File: src/rtl/logic_op_arbiter_pkg.sv
// Shared definitions for the two-requester logic-unit arbiter:
// opcode and FSM state encodings plus a half-width helper.
package logic_op_arbiter_pkg;

    // Opcode field width on each request port
    localparam int OP_W = 2;

    // Operations supported by the shared logic unit
    typedef enum logic [OP_W-1:0] {
        OP_AND   = 2'b00,
        OP_OR    = 2'b01,
        OP_XOR   = 2'b10,
        OP_SPLIT = 2'b11
    } op_e;

    // Arbiter/transaction states
    typedef enum logic [1:0] {
        S_IDLE = 2'b00,
        S_EXEC = 2'b01,
        S_RESP = 2'b10
    } state_e;

    // Width of one half of an operand; the SPLIT op treats the halves separately
    function automatic int half_width(input int width);
        return width / 2;
    endfunction

endpackage

File: src/rtl/logic_op_arbiter_logic_unit.sv
// Purely combinational 16-bit (parameterised) logic unit shared by both
// requesters. SPLIT returns OR on the upper half and AND on the lower half.
module logic_unit
    import logic_op_arbiter_pkg::*;
#(
    parameter int WIDTH = 16
) (
    input  logic [WIDTH-1:0] a_i,
    input  logic [WIDTH-1:0] b_i,
    input  logic [OP_W-1:0]  op_i,
    output logic [WIDTH-1:0] res_o
);

    localparam int HALF = half_width(WIDTH);

    // Select the result for the requested operation
    always_comb begin
        res_o = '0;
        case (op_e'(op_i))
            OP_AND:   res_o = a_i & b_i;
            OP_OR:    res_o = a_i | b_i;
            OP_XOR:   res_o = a_i ^ b_i;
            OP_SPLIT: res_o = {a_i[WIDTH-1:HALF] | b_i[WIDTH-1:HALF],
                               a_i[HALF-1:0]     & b_i[HALF-1:0]};
            default:  res_o = '0;
        endcase
    end

endmodule

File: src/rtl/logic_op_arbiter.sv
// Round-robin arbiter sharing one logic unit between two requesters.
// Each transaction takes grant -> exec -> response, and the result is
// returned tagged with the ID of the requester that issued it.
module logic_op_arbiter
    import logic_op_arbiter_pkg::*;
#(
    parameter int WIDTH = 16
) (
    input  logic             clk,
    input  logic             rst,

    input  logic             req0_valid,
    output logic             req0_ready,
    input  logic [WIDTH-1:0] req0_a,
    input  logic [WIDTH-1:0] req0_b,
    input  logic [OP_W-1:0]  req0_op,

    input  logic             req1_valid,
    output logic             req1_ready,
    input  logic [WIDTH-1:0] req1_a,
    input  logic [WIDTH-1:0] req1_b,
    input  logic [OP_W-1:0]  req1_op,

    output logic             rsp_valid,
    input  logic             rsp_ready,
    output logic [WIDTH-1:0] rsp_data,
    output logic             rsp_id,

    output logic             busy
);

    // Control state
    state_e           state_q;
    logic             prio_q;
    logic             rsp_valid_q;
    logic             busy_q;

    // Response registers
    logic [WIDTH-1:0] rsp_data_q;
    logic             rsp_id_q;

    // Captured request (operands are sampled only at the grant edge)
    logic [WIDTH-1:0] a_q, a_d;
    logic [WIDTH-1:0] b_q, b_d;
    logic [OP_W-1:0]  op_q, op_d;
    logic             id_q, id_d;

    // Arbitration results for this cycle
    logic             grant0;
    logic             grant1;
    logic             grant_any;
    logic [WIDTH-1:0] lu_res;

    // Round-robin grant: a lone requester wins outright, a tie goes to prio_q.
    // Gated by rst so neither ready is ever seen while reset is held.
    always_comb begin
        grant0 = 1'b0;
        grant1 = 1'b0;
        if (!rst && state_q == S_IDLE) begin
            if (req0_valid && req1_valid) begin
                grant0 = (prio_q == 1'b0);
                grant1 = (prio_q == 1'b1);
            end else begin
                grant0 = req0_valid;
                grant1 = req1_valid;
            end
        end
    end

    assign grant_any = grant0 | grant1;

    // Mux the winning requester's fields toward the capture registers
    always_comb begin
        a_d  = grant1 ? req1_a  : req0_a;
        b_d  = grant1 ? req1_b  : req0_b;
        op_d = grant1 ? req1_op : req0_op;
        id_d = grant1;
    end

    // Capture the granted request; pure data, so no reset is needed
    always_ff @(posedge clk) begin
        if (grant_any) begin
            a_q  <= a_d;
            b_q  <= b_d;
            op_q <= op_d;
            id_q <= id_d;
        end
    end

    // Single shared logic unit fed from the captured operands
    logic_unit #(
        .WIDTH (WIDTH)
    ) u_logic_unit (
        .a_i   (a_q),
        .b_i   (b_q),
        .op_i  (op_q),
        .res_o (lu_res)
    );

    // Transaction FSM with registered response, busy and round-robin pointer
    always_ff @(posedge clk) begin
        if (rst) begin
            state_q     <= S_IDLE;
            prio_q      <= 1'b0;
            rsp_valid_q <= 1'b0;
            rsp_data_q  <= '0;
            rsp_id_q    <= 1'b0;
            busy_q      <= 1'b0;
        end else begin
            case (state_q)
                S_IDLE: begin
                    if (grant_any) begin
                        state_q <= S_EXEC;
                        busy_q  <= 1'b1;
                        // Hand priority to the requester that just lost out
                        prio_q  <= grant0;
                    end
                end
                S_EXEC: begin
                    rsp_data_q  <= lu_res;
                    rsp_id_q    <= id_q;
                    rsp_valid_q <= 1'b1;
                    state_q     <= S_RESP;
                end
                S_RESP: begin
                    if (rsp_ready) begin
                        rsp_valid_q <= 1'b0;
                        busy_q      <= 1'b0;
                        state_q     <= S_IDLE;
                    end
                end
                default: begin
                    state_q     <= S_IDLE;
                    rsp_valid_q <= 1'b0;
                    busy_q      <= 1'b0;
                end
            endcase
        end
    end

    assign req0_ready = grant0;
    assign req1_ready = grant1;
    assign rsp_valid  = rsp_valid_q;
    assign rsp_data   = rsp_data_q;
    assign rsp_id     = rsp_id_q;
    assign busy       = busy_q;

endmodule

File: config.mk
export PLATFORM = sky130hd
export DESIGN_NAME = logic_op_arbiter
export DESIGN_NICKNAME = d
export VERILOG_FILES = /design/src/rtl/logic_op_arbiter_pkg.sv /design/src/rtl/logic_op_arbiter_logic_unit.sv /design/src/rtl/logic_op_arbiter.sv
export SDC_FILE = /design/constraint.sdc
export NUM_CORES = 1
export LEC_CHECK = 0
export CAP_MARGIN = 0
export CORE_MARGIN = 3
export CORE_UTILIZATION = 45
export CTS_BUF_LIST = sky130_fd_sc_hd__clkbuf_4 sky130_fd_sc_hd__clkbuf_8
export CTS_CLUSTER_DIAMETER = 50
export DETAILED_ROUTE_END_ITERATION = 7
export GPL_TIMING_DRIVEN = 0
export PLACE_DENSITY_LB_ADDON = 0.15
export REMOVE_ABC_BUFFERS = 1
export SLEW_MARGIN = 15
export SYNTH_ARGS = -nofsm -noshare
export SYNTH_HDL_FRONTEND = slang
export SYNTH_HIERARCHICAL = 1
export SYNTH_SLANG_ARGS = --single-unit
File: constraint.sdc
create_clock -name clk -period 2 [get_ports clk]
set_input_delay 0.2 -clock clk [delete_from_list [all_inputs] [get_ports clk]]
set_output_delay 0.2 -clock clk [all_outputs]
set_load 0.01 [all_outputs]
* Word level (Yosys, flattened, before mapping)
Cells that the tools add are included.
** Storage, ports and cells
- Flip-flop bits (word level) :: 57
- Input port bits :: 73
- Output and inout port bits :: 21
- Logic and storage cells :: 50
** Cells by class
- Equal/unequal tests :: 7
- Muxes and demuxes :: 15
- Bitwise logic cells :: 9
- Reductions and logical operators :: 9
** Operators by type and width (count)
- case mux 16 bit (4 select lines) :: 1
- 2-to-1 mux 16 bit :: 2
- bitwise AND 16 bit :: 1
- bitwise OR 16 bit :: 1
- bitwise XOR 16 bit :: 1
- bitwise AND 8 bit :: 1
- bitwise OR 8 bit :: 1
- == test 2 bit, second input constant :: 3
- 2-to-1 mux 1 bit :: 6
- 2-to-1 mux 2 bit :: 3
- case mux 1 bit (3 select lines) :: 2
- case mux 2 bit (3 select lines) :: 1
- AND reduction 2 bit :: 3
- == test 2 x 1 -> 1 bit, second input constant :: 2
- zero test 2 bit :: 2
- inequality test 2 bit, second input constant :: 2
- inverter 1 bit :: 3
- AND reduction 3 bit :: 1
- logical AND 1 bit :: 2
- zero test 1 bit :: 1
- bitwise OR 1 bit :: 1

* Logic depth before layout (Yosys ltp)
Gate-level depths: netlist of the first run.
- Depth in word-level cells :: 6
- Gate-level depth with buffers :: 7

* Cells and area by module
Netlist of the first run, hierarchy kept.
** By module, submodules not included
- logic_op_arbiter :: times used 1, cells each 170, area each 2386.0 sq um, seq. area each 1491.4 sq um
- logic_unit :: times used 1, cells each 135, area each 992.2 sq um, seq. area each 0.0 sq um

* Least setup slack after synthesis of the first run
No wires, ideal clock.
- Kind :: reg2reg
- Start point :: register state_q[1]
- End point :: register a_q[0] (enable)
- Setup time :: 0.395 ns
- Arrival time :: 1.510 ns
- Setup slack :: 0.095 ns
- Cell stages (with the launch flop) :: 3
- Path buffers :: 0
- Period minus slack after synthesis :: 1.905 ns
- Cell sequence :: dfxtp_1 -> nor3_4 -> o21a_1
** On the way
- Word-level cells in the longest chain between the ends :: 4
- Elaborated cells between the ends (all ways) :: 5
- Classes of those cells :: mux (2); bitwise (1); reduce/logical (2)
** RTL lines
- start: declaration :: RTL line logic_op_arbiter.sv:33 : state_e state_q;
- start signal: assignment :: RTL line logic_op_arbiter.sv:103 : state_q <= S_IDLE;
- start signal: assignment :: RTL line logic_op_arbiter.sv:113 : state_q <= S_EXEC;
- start signal: assignment :: RTL line logic_op_arbiter.sv:123 : state_q <= S_RESP;
- zero test 2 bit * :: RTL line logic_op_arbiter.sv:59 : if (!rst && state_q == S_IDLE) begin
- logical AND 1 bit * :: RTL line logic_op_arbiter.sv:59
- 2-to-1 mux 1 bit :: RTL line logic_op_arbiter.sv:59
- bitwise OR 1 bit * :: RTL line logic_op_arbiter.sv:70 : assign grant_any = grant0 | grant1;
- named net grant_any :: RTL line logic_op_arbiter.sv:51 : logic grant_any;
- end signal: assignment :: RTL line logic_op_arbiter.sv:83 : a_q <= a_d;
- end: declaration :: RTL line logic_op_arbiter.sv:43 : logic [WIDTH-1:0] a_q, a_d;
Mark *: on every way through the listed nets, which the timed path passes. The rest lies on a longest branch.
A chain may end at the register's enable or synchronous reset.

* Worst setup path in the final report of the first run
- Start point :: register state_q[0]
- End point :: register b_q[6] (enable)
** On the way
- Word-level cells in the longest chain between the ends :: 4
- Elaborated cells between the ends (all ways) :: 5
- Classes of those cells :: mux (2); bitwise (1); reduce/logical (2)
** RTL lines
- zero test 2 bit * :: RTL line logic_op_arbiter.sv:59
- logical AND 1 bit * :: RTL line logic_op_arbiter.sv:59
- 2-to-1 mux 1 bit :: RTL line logic_op_arbiter.sv:59
- bitwise OR 1 bit * :: RTL line logic_op_arbiter.sv:70
- named net grant_any :: RTL line logic_op_arbiter.sv:51
- end signal: assignment :: RTL line logic_op_arbiter.sv:84 : b_q <= b_d;
- end: declaration :: RTL line logic_op_arbiter.sv:44 : logic [WIDTH-1:0] b_q, b_d;
Marks and branches as above.

==> summary.md, run 1 <==
| Metric | Value |
|---|---|
| CP arrival | between 1.5 and 2 ns |
| I/O Buffers | between 90 and 100 |
| Final period util | 89.3% |
| Gr usage total | 16.7% |
| Top cells by area, synth | edfxtp_1 (31%), dfxtp_1 (13%), mux2_4 (12%) |
| CTS Root Buffer Type | clkbuf_8 |
| Vias | around 2500 |
| R2R Path Start | state_q[0] |
| Worst hold margin | 0.309 ns |
| CTS tree | built |
| Post-synth top area cell | edfxtp_1 |
| Crit path time final | 1.79 ns |
| Synth Register Bits | 57 |
| Num CTS Buffers | 9 |
| Die X | 92.6 um |
| CTS Sinks | 57 |
| # rows | 30 |
| Crit path buf inv count | 3 |
| CP endpoint kind | register |
| Final Power | approximately 3.1 mW |
| Mapped cell area | 3380 um^2 |
| Crit path launch type | register |
| Final Hold Viols | 0 |
| Gpl congestion | 0.685 |
| First-pass detailed-route iteration total | 4 |
| Fin. max-slew vios | 0 |
| Final WL | 6.98 mm |
| 1st-iter DRT viols | 46 |
| Placed instance count | 480 |
| Final Skew | ~0.0068 ns |
| DRC | 0 |
| Non-Filler Instances | around 500 |
| Sequential share of the synthesized area | 44.1% |
| Routed Antenna Nets | 0 |
| Max-cap violations | 0 |
| Layout fillers | 575 |
| HP Start | rst |
| Synth warn | 6 |
| Most frequent cells in the layout | clkdlybuf4s50_1 (90), inv_1 (42), nand2_1 (35), edfxtp_1 (35), a21oi_1 (34) |
| Gate Count Post-Synth | 305 |
| Overflow after GRT | 0 |
| CP Max Fanout | 19 |
| Critical Path RT | 2.04 ns |
| DP Wirelength | 4.71 mm |
| Dominant delay contributor by cell family on the critical path | buffers and inverters |
| Worst vdd ir | 0.371 mV |
| Post-synth EDFFs | 35 |
| Power Density | 677 nW/um^2 |
| Status | completed |
| Crit. Startpoint | state_q[0] |
| Worst Hold Class | in2reg |
| Routed WL per cell | 13.9 um |
| Vias in the first global route | 2436 |
| Commonest non-fill, non-tap cell in the layout | clkdlybuf4s50_1 |
| Io pins | 94 |
| Worst-margin pin slew | 1.07 ns |
| Clock-pin slew on the worst setup and hold paths | 0.06 ns |
| Unrepaired setup endpoints after global routing | false |
| ANT cells | 0 |
| Detail-routed via count per cell | 4.89 |
| Worst path max stage delay | 0.46 ns |
| Leak Pwr | 2.03 nW |
| Layout cells sized above 1 | 15.8% |
| Die height | 92.6 um |
| Die ar. | 8580 um^2 |
| Clock latency on the worst-skew pair | approximately 0.33 ns |
| Critical path's most frequent cell | buf_4 |
| Ys async rst share | 0% |
| Initial Util | 48.1% |
| Top_reg_cell synth | edfxtp_1 |
| Util after Layout | between 60% and 70% |
| Fmax | 560 MHz |
| Largest net degree at the start of global routing | 33 |
| Worst path cell trace | nor3_4 -> buf_4 -> buf_4 -> o21a_2 -> buf_16 |
| Crit path max-delay cell type | o21a_2 |
| Synth Area per Inst | 11.1 um^2 |
| Relative slew slack | 28.5% |
| Placeable Area | 7020 um^2 |
| Netlist cell types | 24 |
| First-pass GRT wire length | 11.0 mm |
| Setup-failing EPs final | 0 |
| Share of the synthesized area in the top cell type | between 30 and 40% |
| CTS Buffer Depth | 2 |
| P&R area growth vs syn | 36.0% |
| CP Class | reg2reg |
| Nets@finish | 506 |
| Htree depth | 3 |
| Initial antenna violation count | 0 |
==> synth_stat cells (2+ instances only) <==
master and count:
nor2_1 3, inv_1 42, o21a_1 4, mux2_4 28, edfxtp_1 35, buf_2 5, a211oi_1 16, nor2b_1 15
buf_6 5, and2b_1 2, clkbuf_1 5, nand2_1 35, a21oi_1 34, ha_1 32, mux2_2 6, dfxtp_1 22
mux2i_1 8, nand2b_1 2
==> worst register-to-register path, cell delays in order (launching register included) <==
cell	delay [ns]
dfxtp_2	0.36
nor3_4	0.17
buf_4	0.16
buf_4	0.11
o21a_2	0.46
buf_16	0.23
==> registers in the layout, summed over array words and instances (netlist names) <==
register and flops:
busy 1, id_q 1, a_q 16, op_q 2, rsp_valid 1, state_q 2
rsp_data 16, prio_q 1, rsp_id 1, b_q 16
==> repair_timing <==
item | 4_1_cts | 5_1_grt
hold buffers | 0 | 0
buffers inserted | 4 | 1
setup endpoints to repair | 74 | 3
pin swaps | 2 | 0
resized for setup | 4 | 5
gates cloned | 1 | 0
==> where the power goes <==
part	switching (mW)	internal, mW
combinational	0.273	0.393
clock	0.432	0.589
sequential	0.0661	1.36
total	0.771	2.34
==> per-layer routing <==
layer / track usage (%) / share of wire [%]
met2: 30.3 / 52
met4: 7.45 / 1.7
met3: 5.04 / 6.9
met5: 0 / 0
met1: 17.7 / 40
==> path summary, 6_finish.rpt <==
check | endpoint | depth (start not counted) | slack, ns
max | b_q[6] | 5 | 0.21
min | state_q[1] | 2 | 0.31
max reg2reg | b_q[6] | 5 | 0.21
min reg2reg | rsp_data[2] | 2 | 0.45
==> logic make-up after synthesis <==
logic type / share of synthesized area, %
buffers and inverters: 8.22
muxes: 16.8
AOI/OAI and AO/OA: 9.96
adders and majority gates: 11.9
and+or+nand+nor: 9.00
DFF: 44.1
==> stage by stage <==
stage	TNS, ns	setup WS, ns	cell area (um^2)
finish	0	0.215	4600
global route	0	0.119	4600
CTS	0	0.00840	4590
detailed placement	-54.63	-1.18	4360
global placement	-80.23	-1.28	4310
floorplan	0	0.0948	3260
==> area by class of cell <==
class                      count  area (um^2)  area share [%]
tap                           96          120            2.61
timing repair buffer         100         1010            22.0
inverter                      42          158            3.43
clock buffer                  11          139            3.02
sequential                    57         1490            32.5
multi-input combinational    191         1630            35.5
clock inverter                 4         45.0           0.980
No activity file was read; power rests on OpenSTA's default activity.
==> run 2: changes to the inputs <==
--- a/config.mk
+++ b/config.mk
@@ -12,7 +12,7 @@
 export CTS_CLUSTER_DIAMETER = 50
 export DETAILED_ROUTE_END_ITERATION = 7
 export GPL_TIMING_DRIVEN = 0
-export PLACE_DENSITY_LB_ADDON = 0.15
+export PLACE_DENSITY = 0.79
 export REMOVE_ABC_BUFFERS = 1
 export SLEW_MARGIN = 15
 export SYNTH_ARGS = -nofsm -noshare
==> run 2 against run 1 <==
Compared with the run above: fmax fell by 7.1%; critical path type is now reg2out; largest power group unchanged; power rose by 4.6%; core utilization rose by 0.29 points; critical endpoint is now req1_ready; cell count fell by 0.20%.
==> summary.md, run 2 (synthesized netlist as in run 1, its figures left out) <==
| Metric | Value |
|---|---|
| Crit path time final | 1.92 ns (+0.136 ns) |
| Worst path cell trace | nor3_4 -> nand3_4 -> inv_1 -> clkdlybuf4s50_1 |
| CP endpoint kind | primary output |
| GRT Max-Usage Layer | met2 |
| Leak Pwr | 2.01 nW (-1.2%) |
| Gr usage total | 17.3% (+0.68 points) |
| CP Class | reg2out |
| Most frequent cells in the layout | clkdlybuf4s50_1 (91), inv_1 (42), nand2_1 (35), edfxtp_1 (35), a21oi_1 (34) |
| M2 GR Usage | 33.4% (+3.1 points) |
| Clock latency on the worst-skew pair | 0.34 ns (about the same) |
| First-pass GRT wire length | 11.3 mm (+2.4%) |
| Routed Antenna Nets | 0 (unchanged) |
| Crit path buf inv count | 2 (-1) |
| Io pins | 94 (unchanged) |
| Max-cap violations | 0 (unchanged) |
| Commonest non-fill, non-tap cell in the layout | clkdlybuf4s50_1 |
| Worst Reg2Reg Path Length in Cells | 4 (-1) |
| Final period util | 96.0% (+6.8 points) |
| Fmax | 521 MHz (-7.1%) |
| Initial Util | 48.1% (unchanged) |
| R2R Setup Slk | 0.18 ns (-0.03 ns) |
| Power Density | 705 nW/um^2 (+4.1%) |
| Fin. max-slew vios | 0 (unchanged) |
| Overflow after GRT | 0 (unchanged) |
| Largest net degree at the start of global routing | 33 (unchanged) |
| CTS tree | built |
| 1st-iter DRT viols | 72 (+57%) |
| Htree depth | 3 (unchanged) |
| DP Wirelength | 4.94 mm (+5.0%) |
| Setup_tns | 0 ns (unchanged) |
| P&R area growth vs syn | 36.6% |
| Initial antenna violation count | 0 (unchanged) |
| Unrepaired setup endpoints after global routing | false |
| Die ar. | 8580 um^2 (unchanged) |
| Final WS setup | 0.0795 ns (-0.136 ns) |
| DRC | 0 (unchanged) |
| RR Endpoint | b_q[12] |
| Finished Cell Area | 4620 um^2 (+0.44%) |
| Worst Hold Class | in2reg |
| ANT cells | 0 (unchanged) |
| Placeable Area | 7020 um^2 (unchanged) |
| Nets@finish | 504 (-0.40%) |
| Crit. Startpoint | state_q[1] |
| Vias | 2419 (-1.3%) |
| CTS Root Buffer Type | clkbuf_8 |
| R2R Path Start | state_q[1] |
| Crit path max-delay cell type | clkdlybuf4s50_1 |
| Final WL | 7.09 mm (+1.5%) |
| Setup-failing EPs final | 0 (unchanged) |
| Num CTS Buffers | 9 (unchanged) |
| CTS Buffer Depth | 2 (unchanged) |
| Status | completed |
| Worst vdd ir | 0.419 mV (+13%) |
| Relative slew slack | 28.6% (+0.090 points) |
| First-pass detailed-route iteration total | 4 (unchanged) |
| Met1 Use GR | 17.0% (-0.70 points) |
| CTS Hold Buffers Added | 0 (unchanged) |
| Crit path launch type | register |
| Total stage count of the critical path | 4 (-1) |
| Layout cells sized above 1 | 15.3% (-0.46 points) |
| Setup crit end | req1_ready |
| Vias in the first global route | 2495 (+2.4%) |
| Gpl congestion | 0.668 (-2.5%) |
| Routed WL per cell | 14.2 um (+1.8%) |
| Worst hold path depth | 2 (unchanged) |
| CP arrival | 1.72 ns (-0.10 ns) |
| Util after Layout | 65.8% (+0.29 points) |
| Pre-CTS WS | -1.22 ns (-0.0388 ns) |
| CTS Sinks | 57 (unchanged) |
| Placed cell area | 4370 um^2 (+0.29%) |
| Layout fillers | 577 (+0.35%) |
| # rows | 30 (unchanged) |
| CP Max Fanout | 5 (-14) |
| M3 GR Usage | 5.69% (+0.65 points) |
| Die height | 92.6 um (unchanged) |
| Critical Path RT | 1.80 ns (-0.24 ns) |
| Worst hold margin | 0.298 ns (-0.0106 ns) |
| Final Hold Viols | 0 (unchanged) |
| Worst path max stage delay | 0.54 ns (+0.08 ns) |
| I/O Buffers | 93 (unchanged) |
| Dominant delay contributor by cell family on the critical path | buffers and inverters |
| Worst-margin pin slew | 1.07 ns (-0.00135 ns) |
| Die X | 92.6 um (unchanged) |
| Detail-routed via count per cell | 4.84 (-1.1%) |
| Final Skew | 0.00949 ns (+0.00266 ns) |
| Clock-pin slew on the worst setup and hold paths | 0.07 ns (about the same) |
run 2: cell types whose count changed in the layout (fill, tap and decap cells not counted):
cell,delta
buf_4,-2
dlygate4sd2_1,+1
buf_8,-1
dfxtp_2,-1
dlymetal6s2s_1,-2
dfxtp_1,+1
bufinv_16,+1
clkbuf_4,-1
clkdlybuf4s50_1,+1
buf_16,+1
clkinvlp_4,+1
run 2: how the worst min path moves through the flow:
stage | startpoint | endpoint | slack [ns]
floorplan | rst | rsp_data[0] | 0.27
global placement | busy | busy | 0.44
detailed placement | busy | busy | 0.44
CTS | rst | state_q[1] | 0.30
global route | rst | rsp_data[0] | 0.31
finish | rst | rsp_data[0] | 0.30
run 2: layout make-up:
cell class                      count  area [um^2]  area share, %
Multi-Input combinational cell    191         1630           35.3
Tap cell                           96          120           2.60
Inverter                           42          158           3.42
Clock inverter                      6         82.6           1.79
Clock buffer                       10          131           2.85
Sequential cell                    57         1490           32.3
Timing Repair Buffer               98         1000           21.7
run 2: report_power, final:
part / internal [mW] / switching (mW)
registers: 1.36 / 0.0683
clock network: 0.708 / 0.461
logic: 0.392 / 0.267
total: 2.46 / 0.797
run 2: metal layers:
layer,share of wire [%],routed length (um)
met4,2.2,153
met3,6.1,432
met2,55,3880
met1,37,2630
met5,0,0
run 2: what timing repair did:
item	in CTS	in global routing
endpoints found under the setup margin	74	1
pin swaps	2	1
cloned	1	0
setup buffers	2	1
hold endpoints to repair	0	0
gates resized for setup	7	0
run 2: through the flow:
step	instances	total power, mW
after floorplan	289	1.78
after global placement	478	2.05
after detailed placement	480	2.11
after CTS	499	3.29
after global routing	500	3.42
final	500	3.25
==> run 3: changes to the inputs <==
--- a/config.mk
+++ b/config.mk
@@ -5,7 +5,7 @@
 export SDC_FILE = /design/constraint.sdc
 export NUM_CORES = 1
 export LEC_CHECK = 0
-export CAP_MARGIN = 0
+export CAP_MARGIN = 20
 export CORE_MARGIN = 3
 export CORE_UTILIZATION = 45
 export CTS_BUF_LIST = sky130_fd_sc_hd__clkbuf_4 sky130_fd_sc_hd__clkbuf_8
==> run 3 against run 2 <==
Compared with the run above: critical endpoint unchanged; via count is essentially flat; critical path depth unchanged; design area is 0.33% higher; register-to-register slack about the same; non-clock buffer count rose by 1; global-route usage is the same; sequential power about the same; flip-flop and latch count unchanged; count of clock-buffer cells in the layout unchanged; die area stayed put.
==> summary.md, run 3 (synthesized netlist as in run 1, its figures left out) <==
| Metric | Value |
|---|---|
| Status | completed |
| Gpl congestion | 0.668 (unchanged) |
| Gr usage total | 17.3% (unchanged) |
| Htree depth | 3 (unchanged) |
| Initial antenna violation count | 0 (unchanged) |
| CTS Root Buffer Type | clkbuf_8 |
| # rows | 30 (unchanged) |
| CP Max Fanout | 5 (unchanged) |
| Crit path max-delay cell type | clkdlybuf4s50_1 |
| Nets@finish | 505 (+0.20%) |
| Routed WL per cell | 14.2 um (+0.19%) |
| Final WL | 7.12 mm (+0.39%) |
| Die height | 92.6 um (unchanged) |
| 1st-iter DRT viols | 65 (-9.7%) |
| P&R area growth vs syn | 37.1% |
| Clock-pin slew on the worst setup and hold paths | 0.07 ns (about the same) |
| Initial Util | 48.1% (unchanged) |
| Placeable Area | 7020 um^2 (unchanged) |
| Commonest non-fill, non-tap cell in the layout | clkdlybuf4s50_1 |
| Max-cap violations | 0 (unchanged) |
| CTS Buffer Depth | 2 (unchanged) |
| Overflow after GRT | 0 (unchanged) |
| Routed Antenna Nets | 0 (unchanged) |
| Worst vdd ir | 0.419 mV (about the same) |
| Num CTS Buffers | 9 (unchanged) |
| Pre-CTS WS | -1.22 ns (unchanged) |
| Vias | 2418 (-0.041%) |
| Detail-routed via count per cell | 4.83 (-0.24%) |
| CTS tree | built |
| CP Class | reg2out |
| Final WS setup | 0.0788 ns (-0.000662 ns) |
| DRC | 0 (unchanged) |
| Layout fillers | 577 (unchanged) |
| Final Skew | 0.00886 ns (-0.000629 ns) |
| Unrepaired setup endpoints after global routing | false |
| I/O Buffers | 93 (unchanged) |
| Leak Pwr | 2.01 nW (+0.37%) |
| Worst path cell trace | nor3_4 -> nand3_4 -> inv_1 -> clkdlybuf4s50_1 |
| CP arrival | 1.72 ns (about the same) |
| Final Hold Viols | 0 (unchanged) |
| First-pass GRT wire length | 11.3 mm (unchanged) |
| Relative slew slack | 43.2% (+15 points) |
| Worst Hold Class | in2reg |
| Layout cells sized above 1 | 15.6% (+0.21 points) |
| Vias in the first global route | 2495 (unchanged) |
| Final Power | 3.26 mW (+0.13%) |
| Worst-margin pin slew | 0.848 ns (-0.223 ns) |
| ANT cells | 0 (unchanged) |
| CTS Sinks | 57 (unchanged) |
| DP Wirelength | 4.94 mm (unchanged) |
| Largest net degree at the start of global routing | 33 (unchanged) |
| Die X | 92.6 um (unchanged) |
| CP endpoint kind | primary output |
| Die ar. | 8580 um^2 (unchanged) |
| Crit path time final | 1.92 ns (+0.000662 ns) |
| Most frequent cells in the layout | clkdlybuf4s50_1 (91), inv_1 (42), nand2_1 (35), edfxtp_1 (35), a21oi_1 (34) |
| Setup-failing EPs final | 0 (unchanged) |
| Fmax | 521 MHz (about the same) |
| Io pins | 94 (unchanged) |
| Fin. max-slew vios | 0 (unchanged) |
| Clock latency on the worst-skew pair | 0.34 ns (about the same) |
| Power Density | 704 nW/um^2 (-0.19%) |
| First-pass detailed-route iteration total | 4 (unchanged) |
| Final period util | 96.1% (about the same) |
| Critical Path RT | 1.80 ns (about the same) |
| Crit path launch type | register |
| Worst path max stage delay | 0.54 ns (about the same) |
[run 3: area by class of cell]
cell class	count	area, um^2	area share [%]
clock buffer	10	131	2.84
clock inverter	6	82.6	1.78
inverter	42	158	3.40
multi-input combinational	191	1630	35.2
sequential	57	1490	32.2
tap	96	120	2.59
timing repair buffer	99	1020	22.0
[run 3: metal layers]
metal / GRT usage, % / part of all wire [%]
met2: 33.4 / 55
met1: 17.0 / 37
met5: 0 / 0
met3: 5.69 / 6.0
met4: 6.72 / 2.2
[run 3: metrics by stage]
step | util, % | TNS [ns] | std cells | hold WS (ns) | cell area, um^2
floorplan | - | 0 | 289 | 0.269 | 3260
global placement | 61.4 | -77.52 | 478 | 0.438 | 4310
detailed placement | 62.2 | -56.03 | 480 | 0.443 | 4370
CTS | 65.7 | 0 | 499 | 0.302 | 4610
global route | 66.0 | 0 | 501 | 0.305 | 4630
finish | 66.0 | 0 | 501 | 0.298 | 4630
[run 3: worst paths after layout]
path,slack [ns],end,cells after the start,from
max,0.08,req1_ready,4,state_q[1]
min,0.30,rsp_data[0],2,rst
max reg2reg,0.18,b_q[12],4,state_q[1]
min reg2reg,0.46,busy,1,busy
[run 3: where the power goes]
| part | internal (mW) | switching, mW |
|---|---|---|
| clock network | 0.708 | 0.460 |
| logic | 0.395 | 0.275 |
| registers | 1.36 | 0.0626 |
[run 3: critical path: cells and delay by family (launching register included)]
kind                   cells  cell delay [ns]
buffers and inverters      2             0.64
DFF                        1             0.36
and+or+nand+nor            2             0.38
[run 3: what timing repair did]
action	CTS	global route
hold buffers	0	0
pin swaps	2	1
hold endpoints to repair	0	0
gates resized for setup	7	0
gates cloned	1	0
buffers inserted	2	1
setup endpoints to repair	74	1
